File: src/rtl/branch_pred_one_bit.sv
// branch_pred_one_bit
//   One-bit dynamic branch predictor. Holds a table of 2**INDEX_W single-bit
//   entries. Each entry stores the last resolved direction (1 = taken) of the
//   branches that map to it. Every clock with reset released counts as one
//   resolution: the entry selected by branch_index is compared against the
//   actual outcome and then overwritten with that outcome.
//
// Ports
//   clk              in   rising-edge clock for all state
//   rst_n            in   synchronous, active-low reset
//   branch_index     in   table entry of the branch resolving this cycle
//   branch_action    in   outcome vector; only bit[branch_index] is used
//   branch_update    out  registered: last resolved branch was mispredicted
//   branch_history   out  registered table contents, bit i = entry i
//   branch_predict   out  combinational: branch_history[branch_index]
//   mispredict_count out  registered saturating misprediction counter
module branch_pred_one_bit #(
    parameter int unsigned INDEX_W    = 1,
    parameter logic        RESET_PRED = 1'b0,
    parameter int unsigned CNT_W      = 16
) (
    input  logic                    clk,
    input  logic                    rst_n,
    input  logic [INDEX_W-1:0]      branch_index,
    input  logic [2**INDEX_W-1:0]   branch_action,
    output logic                    branch_update,
    output logic [2**INDEX_W-1:0]   branch_history,
    output logic                    branch_predict,
    output logic [CNT_W-1:0]        mispredict_count
);

    localparam int unsigned ENTRIES = 2**INDEX_W;

    logic [ENTRIES-1:0] table_q;
    logic [ENTRIES-1:0] table_d;
    logic               outcome;
    logic               mispredict;
    logic               update_q;
    logic [CNT_W-1:0]   count_q;

    assign outcome        = branch_action[branch_index];
    assign branch_predict = table_q[branch_index];
    assign mispredict     = branch_predict ^ outcome;

    // Only the indexed entry is rewritten; all other entries hold.
    always_comb begin
        table_d               = table_q;
        table_d[branch_index] = outcome;
    end

    always_ff @(posedge clk) begin
        if (!rst_n) begin
            table_q  <= {ENTRIES{RESET_PRED}};
            update_q <= 1'b0;
            count_q  <= '0;
        end else begin
            table_q  <= table_d;
            update_q <= mispredict;
            if (mispredict && (count_q != '1)) begin
                count_q <= count_q + CNT_W'(1);
            end
        end
    end

    assign branch_update    = update_q;
    assign branch_history   = table_q;
    assign mispredict_count = count_q;

endmodule

File: config.mk
export PLATFORM = sky130hd
export DESIGN_NAME = branch_pred_one_bit
export DESIGN_NICKNAME = d
export VERILOG_FILES = /design/src/rtl/branch_pred_one_bit.sv
export SDC_FILE = /design/constraint.sdc
export NUM_CORES = 1
export LEC_CHECK = 0
export CAP_MARGIN = 0
export CORE_MARGIN = 2
export CORE_UTILIZATION = 48
export DETAILED_ROUTE_END_ITERATION = 8
export PLACE_DENSITY_LB_ADDON = 0.12
export SYNTH_ARGS = -nofsm -noshare
export SYNTH_HDL_FRONTEND = slang
export SYNTH_SLANG_ARGS = --single-unit
File: constraint.sdc
create_clock -name clk -period 1.9 [get_ports clk]
set_input_delay 0.38 -clock clk [delete_from_list [all_inputs] [get_ports clk]]
set_output_delay 0.38 -clock clk [all_outputs]
set_load 0.05 [all_outputs]
==> results of run 1 <==
-- layout make-up --
class | count | area (µm²)
flip-flops and latches | 19 | 382.9
inverters | 4 | 15.01
repair buffers | 36 | 289.0
clock buffers | 4 | 26.28
multi-input cells | 96 | 650.6
fillers | 192 | 749.5
well taps | 28 | 35.03
-- final timing paths --
path | from | endpoint | slack, ns | cells after the start
worst max-delay path | mispredict_count[1] | mispredict_count[1] | 0.05 | 1
worst min-delay path | mispredict_count[0] | mispredict_count[0] | 0.49 | 2
worst max register to register | mispredict_count[0] | mispredict_count[4] | 0.12 | 5
worst min register to register | mispredict_count[0] | mispredict_count[0] | 0.49 | 2
-- cell usage after synthesis, drive strengths merged --
library cell	count	area (µm²)
nand2	19	71.32
clkinv	1	3.750
a21oi	6	30.03
o21ai	2	10.01
nor3	2	10.01
clkbuf	2	7.510
buf	3	15.01
o31ai	4	30.03
nor2	3	11.26
xnor2	2	17.52
and2	3	18.77
o22a	1	8.760
and4	3	26.28
o311ai	3	26.28
dfxtp	19	380.4
nand4	6	37.54
a211oi	2	15.01
nand3	4	20.02
nand2b	7	43.79
ha	1	12.51
or4	4	30.03
nor4	5	46.29
nor4b	1	8.760
inv	3	11.26
mux2i	10	100.1
o2111ai	1	8.760
or3	1	6.260
mux2	2	26.27
o41ai	3	26.28
o31a	1	8.760
-- layer usage --
metal	global-route usage, %	vias to the layer above	share of wire [%]
li1	-	542	-
met1	26.28	492	45
met2	35.06	30	50
met3	2.632	4	4.4
met4	9.459	0	1.1
met5	0	-	0
-- state kept, by name, summed over array words and instances (netlist names) --
name / cells
mispredict_count: 16
branch_history: 2
branch_update: 1
-- where the power goes --
part | leakage [nW] | switching [mW] | total, mW | internal (mW)
clock network | 0.0150 | 0.123 | 0.205 | 0.0818
registers | 0.155 | 0.0115 | 0.423 | 0.412
logic | 0.363 | 0.102 | 0.168 | 0.0657
-- cells by family after synthesis --
group,Yosys count,synth area share (%)
AND/OR/NAND/NOR,58,30.91
AO/OA/AOI/OAI,23,15.34
flip-flops,19,35.60
multiplexers,12,11.83
buffers and inverters,9,3.512
XOR/XNOR,2,1.640
adder cells (fa/ha/maj),1,1.171
-- cells in the final DEF, fill, tap and decap left out, types with 2 or more instances in the layout --
cell type / Yosys / final
buf_4: 0 / 29
nand2_1: 19 / 19
dfxtp_1: 19 / 17
mux2i_1: 10 / 10
nand2b_1: 7 / 7
nand4_1: 6 / 6
a21oi_1: 6 / 6
clkdlybuf4s50_1: 0 / 5
nand3_1: 4 / 4
nor4_1: 4 / 4
o31ai_1: 4 / 4
or4_1: 4 / 4
inv_1: 3 / 3
and4_1: 3 / 3
o311ai_0: 3 / 3
o41ai_1: 3 / 3
nor2_1: 3 / 3
clkbuf_4: 0 / 3
xnor2_1: 2 / 2
nor3_1: 2 / 2
and2_1: 2 / 2
a211oi_1: 2 / 2
o21ai_0: 2 / 2
dfxtp_2: 0 / 2
-- what timing repair did --
action,in CTS,in global routing
hold buffers,0,0
gates resized for setup,1,1
endpoints found under the setup margin,1,1
==> impl_metrics.env, run 1 <==
export IMPL_cts_max_level=1
export IMPL_place_inst=183
export IMPL_dieWidth_um=51.18
export IMPL_avgRoutedWirePerCell_um=13.50
export IMPL_yosysUniqueCellTypes=33
export IMPL_p_total_mw=0.7955
export IMPL_critPathCaptureType="output pin"
export IMPL_antenna_found_initial=0
export IMPL_crit_path_cell_trace="clkdlybuf4s50_1"
export IMPL_core_um2=2148
export IMPL_vias=1068
export IMPL_setup_viol=0
export IMPL_cp_data_required_time_ns=1.52
export IMPL_maxCapViolations=0
export IMPL_critPathKind="reg -> out"
export IMPL_post_place_ws_ns=-0.1310
export IMPL_period_needed_ns=1.855
export IMPL_cp_arrival_ns=1.47
export IMPL_crit_buf_inv=1
export IMPL_grt_ovfl_total=0
export IMPL_rsz0062_at_grt="false"
export IMPL_cp_start_kind="flip-flop"
export IMPL_area_delta_synth_final_pct=30.91
export IMPL_crit_path_max_incr_delay_ns=0.80
export IMPL_diodes=0
export IMPL_fin_crit_sh_pct=97.61
export IMPL_grtUsageTotal_pct=20.79
export IMPL_status="finished clean"
export IMPL_tns_ns=0
export IMPL_dr_first_iter_drc_count=41
export IMPL_drtPass1Iterations=4
export IMPL_synth_seq_cells=19
export IMPL_syn_inst=124
export IMPL_viasPerCell=5.711
export IMPL_avgSynthCellArea_um2=8.617
export IMPL_cts_tree="yes"
export IMPL_die_y_um=51.18
export IMPL_worstMarginPinSlew_ns=0.4976
export IMPL_num_io_pins=25
export IMPL_grt_pass1_vias=899
export IMPL_final_cells=187
export IMPL_nNetsFinal=166
export IMPL_die_area_um2=2619
export IMPL_ant_nets=0
export IMPL_clockRootBuffer="clkbuf_4"
export IMPL_drt_total_wl_um=2525
export IMPL_grt_max_degree=17
export IMPL_dp_hpwl_um=1900
export IMPL_layout_drive_gt1_share_pct=23.27
export IMPL_start_util_pct=49.74
export IMPL_leakage_nw=0.5327
export IMPL_yosysSeqAreaShare_pct=35.60
export IMPL_timing_final_ws_setup_ns=0.04548
export IMPL_finalHoldViolCount=0
export IMPL_clock_path_buffers=2
export IMPL_fmax_ghz=0.5392
export IMPL_portBuffers=24
export IMPL_clk_pin_slew_ns=0.11
export IMPL_place_congestion=0.8790
export IMPL_finalClockSkew_ns=0.006665
export IMPL_clk_latency_ns=0.30
export IMPL_worst_slew_margin_rel_pct=66.40
export IMPL_cts_setup_buffers=0
export IMPL_irDropWorstVdd_mv=0.4965
export IMPL_min_path_type="reg -> reg"
export IMPL_crit_slowest_cell="clkdlybuf4s50_1"
export IMPL_synth_area_um2=1069
export IMPL_drc_errors=0
export IMPL_cts_num_sinks=19
export IMPL_synth_yosys_warnings=0
export IMPL_place_area_um2=1371
export IMPL_final_area_um2=1399
export IMPL_cp_max_fo=5
export IMPL_powerDensity_nw_per_um2=568.7
export IMPL_fin_util_pct=65.11
export IMPL_whs_ns=0.4921
export IMPL_cts_buffers=3
export IMPL_slew_viol_final=0
export IMPL_critical_path_top_delay_family="buffers and inverters"
export IMPL_num_rows=17
export IMPL_grt_pass1_wl_um=4043
export IMPL_syn_num_nets=130
Power figures use the tool's default switching activity.
==> run 2, diff against run 1 <==
--- a/config.mk
+++ b/config.mk
@@ -6,8 +6,8 @@
 export NUM_CORES = 1
 export LEC_CHECK = 0
 export CAP_MARGIN = 0
-export CORE_MARGIN = 2
 export CORE_UTILIZATION = 48
+export CTS_CLUSTER_SIZE = 25
 export DETAILED_ROUTE_END_ITERATION = 8
 export PLACE_DENSITY_LB_ADDON = 0.12
 export SYNTH_ARGS = -nofsm -noshare
==> impl_metrics.env, run 2 (synthesis results as in run 1) <==
export IMPL_final_common_cell="buf_4"
export IMPL_dieWidth_um=49.18
export IMPL_num_io_pins=25
export IMPL_r2r_end="mispredict_count[7]"
export IMPL_grtUsageTotal_pct=23.54
export IMPL_rsz0062_at_grt="false"
export IMPL_critPathKind="reg -> out"
export IMPL_layout_drive_gt1_share_pct=23.27
export IMPL_clk_latency_ns=0.29
export IMPL_cts_tree="yes"
export IMPL_period_needed_ns=1.779
export IMPL_reg2reg_slack_ns=0.15
export IMPL_crit_path_max_incr_delay_ns=0.79
export IMPL_seqPwrFrac_pct=53.2
export IMPL_ant_nets=0
export IMPL_rr_worst_depth=6
export IMPL_grt_ovfl_total=0
export IMPL_seqCellArea_um2=382.9
export IMPL_drc_errors=0
export IMPL_die_y_um=49.18
export IMPL_drt_total_wl_um=2609
export IMPL_hold_buffers=0
export IMPL_crit_start="branch_update"
export IMPL_worst_path_stages=1
export IMPL_final_cells=186
export IMPL_maxCapViolations=0
export IMPL_clk_pin_slew_ns=0.11
export IMPL_r2r_start="mispredict_count[0]"
export IMPL_area_delta_synth_final_pct=31.03
export IMPL_start_util_pct=52.85
export IMPL_portBuffers=24
export IMPL_place_congestion=0.8518
export IMPL_vias=1143
export IMPL_finalClockSkew_ns=0.004240
export IMPL_num_rows=16
export IMPL_diodes=0
export IMPL_nNetsFinal=166
export IMPL_swShare_pct=29.75
export IMPL_p_total_mw=0.7951
export IMPL_grt_max_degree=17
export IMPL_slew_viol_final=0
export IMPL_min_path_type="reg -> reg"
export IMPL_die_area_um2=2419
export IMPL_core_um2=2022
export IMPL_cp_max_fo=1
export IMPL_whs_ns=0.4948
export IMPL_cts_max_level=1
export IMPL_worstMarginPinSlew_ns=0.5300
export IMPL_crit_end="branch_update"
export IMPL_fin_crit_sh_pct=93.61
export IMPL_cts_buffers=3
export IMPL_finalHoldViolCount=0
export IMPL_grt_pass1_wl_um=4498
export IMPL_final_cell_mix="buf_4 (29), nand2_1 (19), dfxtp_1 (17), mux2i_1 (10), nand2b_1 (7)"
export IMPL_viasPerCell=6.145
export IMPL_crit_buf_inv=1
export IMPL_dp_hpwl_um=1938
export IMPL_critPathCaptureType="output pin"
export IMPL_worst_slew_margin_rel_pct=64.22
export IMPL_fmax_ghz=0.5623
export IMPL_clock_path_buffers=2
export IMPL_powerDensity_nw_per_um2=567.9
export IMPL_cp_arrival_ns=1.40
export IMPL_drtPass1Iterations=5
export IMPL_cts_num_sinks=19
export IMPL_fill_cells=180
export IMPL_avgRoutedWirePerCell_um=14.03
export IMPL_critical_path_top_delay_family="buffers and inverters"
export IMPL_dr_first_iter_drc_count=46
export IMPL_largest_register_ffs=16
export IMPL_place_inst=182
export IMPL_setup_viol=0
export IMPL_status="finished clean"
export IMPL_crit_path_cell_trace="clkdlybuf4s50_1"
export IMPL_leakage_nw=0.5495
export IMPL_p_switching_mw=0.2365
export IMPL_internal_power_mw=0.5586
export IMPL_combinationalPowerShare_pct=21.0
export IMPL_fin_util_pct=69.25
export IMPL_grt_pass1_vias=1002
export IMPL_clkPwrFrac_pct=25.8
export IMPL_cp_start_kind="flip-flop"
export IMPL_clockRootBuffer="clkbuf_4"
export IMPL_cts_setup_buffers=0
export IMPL_antenna_found_initial=0
export IMPL_irDropWorstVdd_mv=0.3847
export IMPL_cp_data_required_time_ns=1.52
export IMPL_multi_input_area_um2=650.6
export IMPL_crit_slowest_cell="clkdlybuf4s50_1"
## run 2: changes by cell type in the layout (fill, tap and decap cells not counted), sizes merged
cell / before / now
clkdlybuf4s50: 5 / 4
dlymetal6s2s: 1 / 2
## run 2: what timing repair did
action,CTS,global route
endpoints found under the setup margin,1,2
resized for setup,1,2
endpoints found under the hold margin,0,0
## run 2: metrics by stage
step	setup WS [ns]	setup TNS, ns	cell area, µm²
after floorplan	0.03077	0	1071
after global placement	-0.09111	-0.7500	1370
after detailed placement	-0.1355	-1.275	1370
after CTS	0.03840	0	1395
after global routing	0.02536	0	1400
final	0.1214	0	1400
## run 2: layout make-up
class                      instances  area share [%]
multi-input combinational         96           46.47
sequential                        19           27.35
timing repair buffer              36           20.82
tap                               27           2.413
clock buffer                       4           1.877
inverter                           4           1.072
## run 2: routing by layer
metal	part of all wire [%]	wire, µm	vias to the layer above	track usage [%]
met5	0	0	-	0
met4	0.65	17	0	7.353
met3	7.3	191	4	4.050
met2	50	1313	51	40.64
met1	42	1087	543	29.42
li1	-	-	545	-
## run 2: worst min path at each step
stage	start	end	slack (ns)	cells after the start
floorplan	branch_action[0]	branch_history[0]	0.52	2
global placement	mispredict_count[1]	mispredict_count[1]	0.46	2
detailed placement	mispredict_count[0]	mispredict_count[0]	0.48	2
CTS	mispredict_count[0]	mispredict_count[0]	0.50	2
global route	mispredict_count[0]	mispredict_count[0]	0.51	2
finish	mispredict_count[0]	mispredict_count[0]	0.49	2
## run 2: power groups by stage
stage	clock network, mW	registers (mW)	logic, mW
6_report	0.205	0.423	0.167
5_1_grt	0.236	0.426	0.178
4_1_cts	0.207	0.423	0.168
3_5_place_dp	0	0.432	0.168
3_3_place_gp	0	0.431	0.166
2_1_floorplan	0	0.473	0.0676
==> run 3, diff against run 2 <==
--- a/config.mk
+++ b/config.mk
@@ -5,6 +5,7 @@
 export SDC_FILE = /design/constraint.sdc
 export NUM_CORES = 1
 export LEC_CHECK = 0
+export ABC_CLOCK_PERIOD_IN_PS = 1900
 export CAP_MARGIN = 0
 export CORE_UTILIZATION = 48
 export CTS_CLUSTER_SIZE = 25
==> results of run 3 <==
No change in the layout: final DEF, timing and power equal those of run 2.
